[src/rtl/montgomery_pkg.sv]
// Shared types and constants for the Montgomery exponentiator and its bench.
package montgomery_pkg;

  typedef enum logic [2:0] {
    IDLE,
    CHECK,
    SCAN,
    TO_MONT,
    LOOP_A,
    LOOP_B,
    FROM_MONT,
    OUT
  } state_t;

  localparam logic MODE_FAST   = 1'b0;
  localparam logic MODE_LADDER = 1'b1;

  // Accept-to-out_valid cycles for a ladder-mode request.
  function automatic int unsigned mont_lat(input int unsigned w, input int unsigned e);
    return 1 + (2 * e + 2) * (w + 2);
  endfunction

endpackage

[src/rtl/mont_mul_serial.sv]
// Radix-2 bit-serial Montgomery multiplier: p = a*b*2^-W mod m.
// done pulses exactly WORD_WIDTH+1 cycles after start.
module mont_mul_serial #(
  parameter int unsigned WORD_WIDTH = 32
) (
  input  logic                  clk,
  input  logic                  reset,
  input  logic                  start,
  input  logic [WORD_WIDTH-1:0] a,
  input  logic [WORD_WIDTH-1:0] b,
  input  logic [WORD_WIDTH-1:0] m,
  output logic                  done,
  output logic [WORD_WIDTH-1:0] p
);

  localparam int unsigned AW = WORD_WIDTH + 2;
  localparam int unsigned CW = $clog2(WORD_WIDTH + 1);

  logic [WORD_WIDTH-1:0] a_q, b_q, m_q;
  logic [AW-1:0]         acc_q, add_c, sum_c, half_c;
  logic [WORD_WIDTH-1:0] fin_c;
  logic [CW-1:0]         cnt_q;
  logic                  busy_q;

  // One reduction step per a bit; acc stays below 2m so AW bits never overflow.
  always_comb begin
    add_c  = acc_q + (a_q[0] ? AW'(b_q) : AW'(0));
    sum_c  = add_c[0] ? add_c + AW'(m_q) : add_c;
    half_c = sum_c >> 1;
    fin_c  = WORD_WIDTH'((half_c >= AW'(m_q)) ? half_c - AW'(m_q) : half_c);
  end

  always_ff @(posedge clk) begin
    if (reset) begin
      a_q    <= '0;
      b_q    <= '0;
      m_q    <= '0;
      acc_q  <= '0;
      cnt_q  <= '0;
      busy_q <= 1'b0;
      done   <= 1'b0;
      p      <= '0;
    end else begin
      done <= 1'b0;
      if (start) begin
        a_q    <= a;
        b_q    <= b;
        m_q    <= m;
        acc_q  <= '0;
        cnt_q  <= CW'(WORD_WIDTH - 1);
        busy_q <= 1'b1;
      end else if (busy_q) begin
        acc_q <= half_c;
        a_q   <= a_q >> 1;
        if (cnt_q == '0) begin
          busy_q <= 1'b0;
          done   <= 1'b1;
          p      <= fin_c;
        end else begin
          cnt_q <= cnt_q - CW'(1);
        end
      end
    end
  end

endmodule

[src/rtl/montgomery_exp_ladder.sv]
// Modular exponentiation x^e mod m with a fast square-and-multiply mode and a
// constant-time Montgomery ladder mode, valid/ready on both sides.
module montgomery_exp_ladder
  import montgomery_pkg::*;
#(
  parameter int unsigned WORD_WIDTH = 32,
  parameter int unsigned E_WIDTH    = 20
) (
  input  logic                  clk,
  input  logic                  reset,
  input  logic                  in_valid,
  output logic                  in_ready,
  input  logic [WORD_WIDTH-1:0] m,
  input  logic [WORD_WIDTH-1:0] x,
  input  logic [E_WIDTH-1:0]    e,
  input  logic [WORD_WIDTH-1:0] r_mod_m,
  input  logic [WORD_WIDTH-1:0] r2_mod_m,
  input  logic                  const_time,
  output logic                  out_valid,
  input  logic                  out_ready,
  output logic [WORD_WIDTH-1:0] exp_result,
  output logic                  err
);

  localparam int unsigned CW = (E_WIDTH > 1) ? $clog2(E_WIDTH) : 1;

  state_t                state_q, state_d;
  logic [WORD_WIDTH-1:0] m_q, x_q, r_q, r2_q;
  logic [E_WIDTH-1:0]    e_q;
  logic                  mode_q;
  logic [CW-1:0]         cnt_q, cnt_d;
  logic [WORD_WIDTH-1:0] ra_q, ra_d, rb_q, rb_d;
  logic                  wait_q, wait_d;
  logic                  out_valid_d, err_d;
  logic [WORD_WIDTH-1:0] res_d;
  logic                  accept_c, bit_c, ladder_c, last_c;
  logic                  mul_start, mul_done;
  logic [WORD_WIDTH-1:0] op_a, op_b, mul_p;

  assign in_ready = (state_q == IDLE) && !reset;
  assign accept_c = (state_q == IDLE) && in_valid;
  assign bit_c    = e_q[cnt_q];
  assign ladder_c = (mode_q == MODE_LADDER);
  assign last_c   = (cnt_q == '0);

  // ra holds A (fast) or R0 (ladder); rb holds xt (fast) or R1 (ladder).
  always_comb begin
    state_d   = state_q;
    cnt_d     = cnt_q;
    ra_d      = ra_q;
    rb_d      = rb_q;
    res_d     = exp_result;
    err_d     = err;
    mul_start = 1'b0;
    op_a      = x_q;
    op_b      = r2_q;
    unique case (state_q)
      IDLE: begin
        if (accept_c) begin
          err_d   = 1'b0;
          cnt_d   = CW'(E_WIDTH - 1);
          state_d = CHECK;
        end
      end
      CHECK: begin
        if (!m_q[0]) begin
          err_d   = 1'b1;
          res_d   = '0;
          state_d = OUT;
        end else if (ladder_c) begin
          // Ladder issues the to-Montgomery product here so its latency is fixed.
          mul_start = 1'b1;
          state_d   = TO_MONT;
        end else begin
          state_d = SCAN;
        end
      end
      SCAN: begin
        if (e_q == '0) begin
          ra_d    = r_q;
          state_d = FROM_MONT;
        end else if (bit_c) begin
          state_d = TO_MONT;
        end else begin
          cnt_d = cnt_q - CW'(1);
        end
      end
      TO_MONT: begin
        mul_start = !wait_q;
        if (mul_done) begin
          rb_d = mul_p;
          if (ladder_c) begin
            ra_d    = r_q;
            state_d = LOOP_A;
          end else begin
            ra_d = mul_p;
            if (last_c) state_d = FROM_MONT;
            else begin
              cnt_d   = cnt_q - CW'(1);
              state_d = LOOP_A;
            end
          end
        end
      end
      LOOP_A: begin
        mul_start = !wait_q;
        op_a      = ra_q;
        op_b      = ladder_c ? rb_q : ra_q;
        if (mul_done) begin
          if (ladder_c) begin
            if (bit_c) ra_d = mul_p;
            else       rb_d = mul_p;
            state_d = LOOP_B;
          end else begin
            ra_d = mul_p;
            if (bit_c)       state_d = LOOP_B;
            else if (last_c) state_d = FROM_MONT;
            else             cnt_d   = cnt_q - CW'(1);
          end
        end
      end
      LOOP_B: begin
        mul_start = !wait_q;
        if (ladder_c && bit_c) begin
          op_a = rb_q;
          op_b = rb_q;
        end else begin
          op_a = ra_q;
          op_b = ladder_c ? ra_q : rb_q;
        end
        if (mul_done) begin
          if (ladder_c && bit_c) rb_d = mul_p;
          else                   ra_d = mul_p;
          if (last_c) state_d = FROM_MONT;
          else begin
            cnt_d   = cnt_q - CW'(1);
            state_d = LOOP_A;
          end
        end
      end
      FROM_MONT: begin
        mul_start = !wait_q;
        op_a      = ra_q;
        op_b      = WORD_WIDTH'(1);
        if (mul_done) begin
          res_d   = mul_p;
          state_d = OUT;
        end
      end
      OUT: begin
        if (out_ready) state_d = IDLE;
      end
      default: state_d = IDLE;
    endcase
    wait_d      = mul_start ? 1'b1 : (mul_done ? 1'b0 : wait_q);
    out_valid_d = (state_d == OUT);
  end

  always_ff @(posedge clk) begin
    if (reset) begin
      state_q    <= IDLE;
      m_q        <= '0;
      x_q        <= '0;
      r_q        <= '0;
      r2_q       <= '0;
      e_q        <= '0;
      mode_q     <= MODE_FAST;
      cnt_q      <= '0;
      ra_q       <= '0;
      rb_q       <= '0;
      wait_q     <= 1'b0;
      out_valid  <= 1'b0;
      exp_result <= '0;
      err        <= 1'b0;
    end else begin
      state_q    <= state_d;
      cnt_q      <= cnt_d;
      ra_q       <= ra_d;
      rb_q       <= rb_d;
      wait_q     <= wait_d;
      out_valid  <= out_valid_d;
      exp_result <= res_d;
      err        <= err_d;
      if (accept_c) begin
        m_q    <= m;
        x_q    <= x;
        r_q    <= r_mod_m;
        r2_q   <= r2_mod_m;
        e_q    <= e;
        mode_q <= const_time;
      end
    end
  end

  mont_mul_serial #(
    .WORD_WIDTH(WORD_WIDTH)
  ) u_mul (
    .clk  (clk),
    .reset(reset),
    .start(mul_start),
    .a    (op_a),
    .b    (op_b),
    .m    (m_q),
    .done (mul_done),
    .p    (mul_p)
  );

endmodule
[config.mk]
export PLATFORM = sky130hd
export DESIGN_NAME = montgomery_exp_ladder
export DESIGN_NICKNAME = d
export VERILOG_FILES = /design/src/rtl/montgomery_pkg.sv /design/src/rtl/mont_mul_serial.sv /design/src/rtl/montgomery_exp_ladder.sv
export SDC_FILE = /design/constraint.sdc
export NUM_CORES = 1
export LEC_CHECK = 0
export CELL_PAD_IN_SITES_DETAIL_PLACEMENT = 0
export CELL_PAD_IN_SITES_GLOBAL_PLACEMENT = 1
export CORE_MARGIN = 5
export CORE_UTILIZATION = 45
export DETAILED_ROUTE_END_ITERATION = 6
export PLACE_DENSITY_LB_ADDON = 0.3
export SLEW_MARGIN = 5
export SYNTH_ARGS = -nofsm -noshare
export SYNTH_HDL_FRONTEND = slang
export SYNTH_SLANG_ARGS = --single-unit
[constraint.sdc]
create_clock -name clk -period 18.14 [get_ports clk]
set_input_delay 3.628 -clock clk [delete_from_list [all_inputs] [get_ports clk]]
set_output_delay 3.628 -clock clk [all_outputs]
set_load 0.01 [all_outputs]
==> out/qor.yml, run 1 <==
initial_core_util_pct: 45.18
antenna_found_initial: 0
synthFlopType: "dfxtp_1"
ctsResizeCount: 0
finalCritPeriodShare_pct: 48.55
cpMostUsedCell: "ha_1"
arrival_ns: 9.32
cts_sinks: 425
seq_power_share_pct: 28.5
finalClockSkew_ns: 0.02729
outcome: "finished, final reports clean"
cts_root_buf: "clkbuf_16"
critical_path.top_delay_family: "compound AO/OA/AOI/OAI gates"
synthCells: 2871
worstPathMaxFanout: 33
crit_slowest_cell: "dfxtp_1"
dpl_cell_area_sq_mm: 0.02513
postRouteAntennaNets: 0
grt_pass1_wl_mm: 116.5
synth_area_sq_mm: 0.02304
yosysTopAreaCell: "dfxtp_1"
dp_hpwl_mm: 53.61
nFillCells: 4903
critical-path-max-stage-delay_ns: 0.89
routabilityCongestion: 0.9443
die_area_sq_mm: 0.05582
rsz0062_at_grt: "false"
area_growth_pct: 16.49
nets: 3167
power.leakage_nw: 10.38
synth_area_per_cell_sq_um: 8.024
htreeDepth: 2
maxCapViolCount: 0
drt_iter0_markers: 1465
final-max-slew-violation-count: 0
synth_seq_area_share_pct: 36.93
switching_share_pct: 44.24
setup_ws_ns: 9.332
clk_pin_slew_worst_paths_ns: 0.06
clk_latency_ns: 0.61
ys_ff_latch: 425
hp-class: "reg -> reg"
cts_tree: "built"
cts_buffer_depth: 3
period_needed_ns: 8.808
p_comb_share_pct: 49.7
synth_top_area_share_pct: 36.93
fp.dieW_um: 236.3
cts_buffers: 48
hold_viol: 0
portBuffers: 187
syn_nets: 3127
irDropWorstVdd_uv: 158.8
rows: 83
wl_per_cell_um: 20.67
internal-power_mw: 2.682
vias: 21170
wl_mm: 75.02
synth_edf_count: 0
yosys_warnings: 0
instances_no_fill: 3630
fmax_mhz: 113.5
grt_usage_pct: 25.71
grt_max_degree: 186
yosysUniqueCellTypes: 80
synth-async-reset-ratio_pct: 0
yosys-top-cells-count: "479 x nand2_1, 425 x dfxtp_1, 352 x a21oi_1"
core_sq_mm: 0.05099
dp_cells: 3541
final_area_sq_mm: 0.02684
overflow: 0
first_pass_iters: 7
max_slew_margin_pct: 16.78
drc_errors: 0
synthTopCellsByArea: "dfxtp_1 37%, nand2_1 7.8%, a21oi_1 7.6%, ha_1 5.4%, nor2_1 3.9%"
powerDensity_mw_per_mm2: 179.3
worstPathRequired_ns: 18.65
n_antenna_cell: 0
tns_ns: 0
criticalPathCategory: "reg -> reg"
die_height_um: 236.3
post-cts-setup-buffer-count: 0
ios: 188
netSwitchingPower_mw: 2.128
critPathLaunchType: "flop"
cts_hold_buf: 0
grt_pass1_vias: 20385
drive_gt1_share_pct: 6.746
dpl_worst_slack_ns: 9.439
routed_via_density: 5.832
setup_violations: 0
cp-end-kind: "flop"
tightest_slew_ns: 1.245
power_frac_clock_pct: 21.8
synth_most_common_cell: "nand2_1"
cp.buffers_inverters: 3
-- registers in the layout, summed over array words and instances (netlist names), 5 cells and up --
register / count
rb_q: 32
u_mul.cnt_q: 6
m_q: 32
u_mul.acc_q: 33
exp_result: 32
x_q: 32
r2_q: 32
u_mul.m_q: 32
u_mul.p: 32
r_q: 32
u_mul.a_q: 32
e_q: 20
cnt_q: 5
u_mul.b_q: 32
ra_q: 32
-- layout make-up --
type | instances | area [sq um] | share of cell area (%)
clock buffers | 64 | 1321 | 4.923
clock inverters | 25 | 390.4 | 1.455
inverters | 86 | 322.8 | 1.203
multi-input cells | 2141 | 13390 | 49.88
flip-flops and latches | 425 | 8512 | 31.72
well taps | 680 | 850.8 | 3.170
repair buffers | 209 | 2054 | 7.655
-- path summary, 6_finish.rpt --
| kind | from | to | slack (ns) | depth (start not counted) |
|---|---|---|---|---|
| setup reg to reg | u_mul.a_q[0] | u_mul.p[24] | 9.33 | 32 |
| hold reg to reg | exp_result[12] | exp_result[12] | 0.45 | 2 |
| hold / removal | exp_result[12] | exp_result[12] | 0.45 | 2 |
| setup / recovery | u_mul.a_q[0] | u_mul.p[24] | 9.33 | 32 |
-- tightest hold or removal path: cells and delay by family (launching register included) --
kind               cells  cell delay, ns
and+or+nand+nor        1            0.05
DFF                    1            0.31
AOI/OAI and AO/OA      1            0.05
-- stage by stage --
stage,power (mW),hold slack [ns],util [%]
floorplan,3.131,0.4332,-
global placement,3.726,0.4402,49.27
detailed placement,3.737,0.4446,49.27
CTS,4.809,0.4537,52.63
global route,5.131,0.4663,52.63
finish,4.811,0.4508,52.63
-- power groups by stage --
stage	clock (mW)	sequential [mW]	combinational [mW]
6_report	1.05	1.37	2.39
3_5_place_dp	0	1.39	2.35
4_1_cts	1.07	1.37	2.37
3_3_place_gp	0	1.38	2.34
5_1_grt	1.11	1.40	2.63
2_1_floorplan	0	1.28	1.85
-- kinds of logic after synthesis --
family	Yosys count	share of synthesized area, %
xor+xnor	87	3.308
fa+ha+maj	103	5.692
compound gates	799	23.77
buf+inv	305	5.323
simple gates	1040	19.62
flops	425	36.93
mux	112	5.361
-- metal layers --
metal  vias to the layer above  wire, um  GRT usage, %  share of wire (%)
li1                      10343         -             -                  -
met3                       145      4089         4.443                5.5
met1                     10104     33880         34.95                 45
met4                         0      2744         8.466                3.7
met5                         -         0             0                  0
met2                       578     34300         41.70                 46
-- cells in the final DEF (no fill, tap or decap), types with 69 or more instances in the layout --
cell type / n
mux2i_1: 87
inv_1: 83
a211oi_1: 69
dfxtp_1: 424
ha_1: 100
nor2_1: 238
nor3_1: 115
a21oi_1: 349
clkdlybuf4s50_1: 186
nand2_1: 478
No activity file was read; power rests on OpenSTA's default activity.
==> inputs of run 2 (changes only) <==
--- a/config.mk
+++ b/config.mk
@@ -8,7 +8,7 @@
 export CELL_PAD_IN_SITES_DETAIL_PLACEMENT = 0
 export CELL_PAD_IN_SITES_GLOBAL_PLACEMENT = 1
 export CORE_MARGIN = 5
-export CORE_UTILIZATION = 45
+export CORE_UTILIZATION = 44
 export DETAILED_ROUTE_END_ITERATION = 6
 export PLACE_DENSITY_LB_ADDON = 0.3
 export SLEW_MARGIN = 5
==> constraint.sdc (replaced) <==
create_clock -name clk -period 8.3 [get_ports clk]
set_input_delay 1.66 -clock clk [delete_from_list [all_inputs] [get_ports clk]]
set_output_delay 1.66 -clock clk [all_outputs]
set_load 0.01 [all_outputs]
==> run 2 against run 1 <==
  * Critical path depth did not move
  * Setup slack worse by 8.8 ns
  * Clock power rose by 110%
  * Sequential share of layout area barely moved
  * Critical path type unchanged
  * First-iteration DRC count grew 35%
  * Via count rose by 1.8%
  * Sequential power up 120%
  * Combinational power rose by 120%
  * Core utilization is 0.61 points lower
  * Die area is 2.2% higher
  * Clock skew fell by 0.010 ns
==> out/qor.yml, run 2 (synthesis gave the netlist of run 1 again) <==
crit-reg2reg-launch: "u_mul.a_q[0]"
cts_buffers: 48
hp-class: "reg -> reg"
finalCritPeriodShare_pct: 93.79
drt_iter0_markers: 1982
cts_sinks: 425
r2r_setup_slack_ns: 0.52
setup_violations: 0
cts_tree: "built"
grt_pass1_wl_mm: 120.3
power.leakage_nw: 10.40
startpoint: "u_mul.a_q[0]"
layout_common_cells: "478 x nand2_1, 423 x dfxtp_1, 349 x a21oi_1"
critical-path-max-stage-delay_ns: 0.43
initial_core_util_pct: 44.63
rows: 83
critPathLaunchType: "flop"
antenna_found_initial: 1
clk_latency_ns: 0.60
setup_ws_ns: 0.5151
die_height_um: 238.8
top_register: "u_mul.acc_q"
first_pass_iters: 5
htreeDepth: 2
drive_gt1_share_pct: 7.367
dp_hpwl_mm: 56.25
worstPathRequired_ns: 8.80
maxCapViolCount: 0
cpMostUsedCell: "a21oi_1"
rr_worst_depth: 32
routed_via_density: 5.921
max_slew_margin_pct: 23.95
postRouteAntennaNets: 0
fmax_mhz: 128.5
wl_per_cell_um: 21.62
final-max-slew-violation-count: 0
nets: 3177
area_growth_pct: 16.55
period_needed_ns: 7.785
criticalPathCategory: "reg -> reg"
crit_slowest_cell: "dfxtp_2"
cp-end-kind: "flop"
drc_errors: 0
tns_ns: 0
die_area_sq_mm: 0.05703
n_antenna_cell: 0
cts_buffer_depth: 3
powerDensity_mw_per_mm2: 394.1
portBuffers: 187
hold_viol: 0
core_sq_mm: 0.05161
largest_register_ffs: 33
wl_mm: 78.66
arrival_ns: 8.29
clk_pin_slew_worst_paths_ns: 0.06
grt_usage_pct: 26.33
grt_max_degree: 236
cts_root_buf: "clkbuf_16"
rsz0062_at_grt: "false"
outcome: "finished, final reports clean"
fin_util_pct: 52.02
tightest_slew_ns: 1.141
rr_endpoint: "u_mul.p[15]"
dpl_worst_slack_ns: 0.3073
worstPathMaxFanout: 15
irDropWorstVdd_uv: 337.8
fp.dieW_um: 238.8
overflow: 0
ios: 188
routabilityCongestion: 0.9159
finalClockSkew_ns: 0.01688
vias: 21545
grt_pass1_vias: 20781
worstSetupEndpoint: "u_mul.p[15]"
layout_commonest_cell: "nand2_1"
==> run 2: cell types whose count changed in the layout (fill, tap and decap cells not counted), sizes merged <==
cell / change
o211ai: +1
bufinv: -4
clkinvlp: +3
buf: +9
clkinv: +1
clkbuf: -1
==> run 2: worst min path at each step <==
stage | from | end | cells after the start
5_1_grt | m_q[23] | u_mul.m_q[23] | 2
2_1_floorplan | r2_q[0] | r2_q[0] | 2
3_3_place_gp | exp_result[28] | exp_result[28] | 2
3_5_place_dp | m_q[23] | u_mul.m_q[23] | 2
6_report | m_q[28] | m_q[28] | 2
4_1_cts | m_q[28] | m_q[28] | 2
==> run 2: report_power, final <==
group	switching [mW]	internal [mW]	leakage (nW)	total, mW
Clock	0.926	1.27	0.789	2.19
Sequential	0.514	2.53	3.46	3.04
Combinational	3.33	2.02	6.15	5.35
==> run 2: metrics by stage <==
step	hold slack (ns)	total power [mW]	std cells	cell area (sq um)
final	0.4543	10.58	3639	26850
after detailed placement	0.4471	8.192	3550	25170
after global routing	0.4688	11.27	3639	26850
after CTS	0.4553	10.41	3638	26800
after global placement	0.4401	8.151	3550	25170
after floorplan	0.4332	6.844	2871	23040
==> run 2: metal layers <==
| metal | part of all wire (%) | GRT usage (%) | vias to the layer above |
|---|---|---|---|
| met5 | 0.025 | 0 | - |
| met4 | 2.8 | 7.183 | 2 |
| met3 | 6.6 | 4.499 | 122 |
| met2 | 45 | 41.72 | 721 |
| met1 | 45 | 37.25 | 10349 |
| li1 | - | - | 10351 |
==> run 2: what timing repair did <==
item                       4_1_cts  5_1_grt
setup buffers                    0        0
resized for setup                0        9
setup endpoints to repair        0       32
hold buffers                     0        0
==> run 2: cell type report <==
cell class,instances,area (sq um)
well taps,680,850.8
fillers,4963,24760
repair buffers,218,2122
clock inverters,25,300.3
multi-input cells,2142,13410
inverters,86,322.8
flip-flops and latches,425,8513
clock buffers,63,1328
==> run 2: critical path, delay by kind of cell (launching register included) <==
kind / cells / cell delay, ns
compound gates: 16 / 3.41
simple gates: 7 / 1.62
fa+ha+maj: 4 / 1.21
flops: 1 / 0.43
xor+xnor: 2 / 0.36
mux: 1 / 0.33
buf+inv: 2 / 0.30
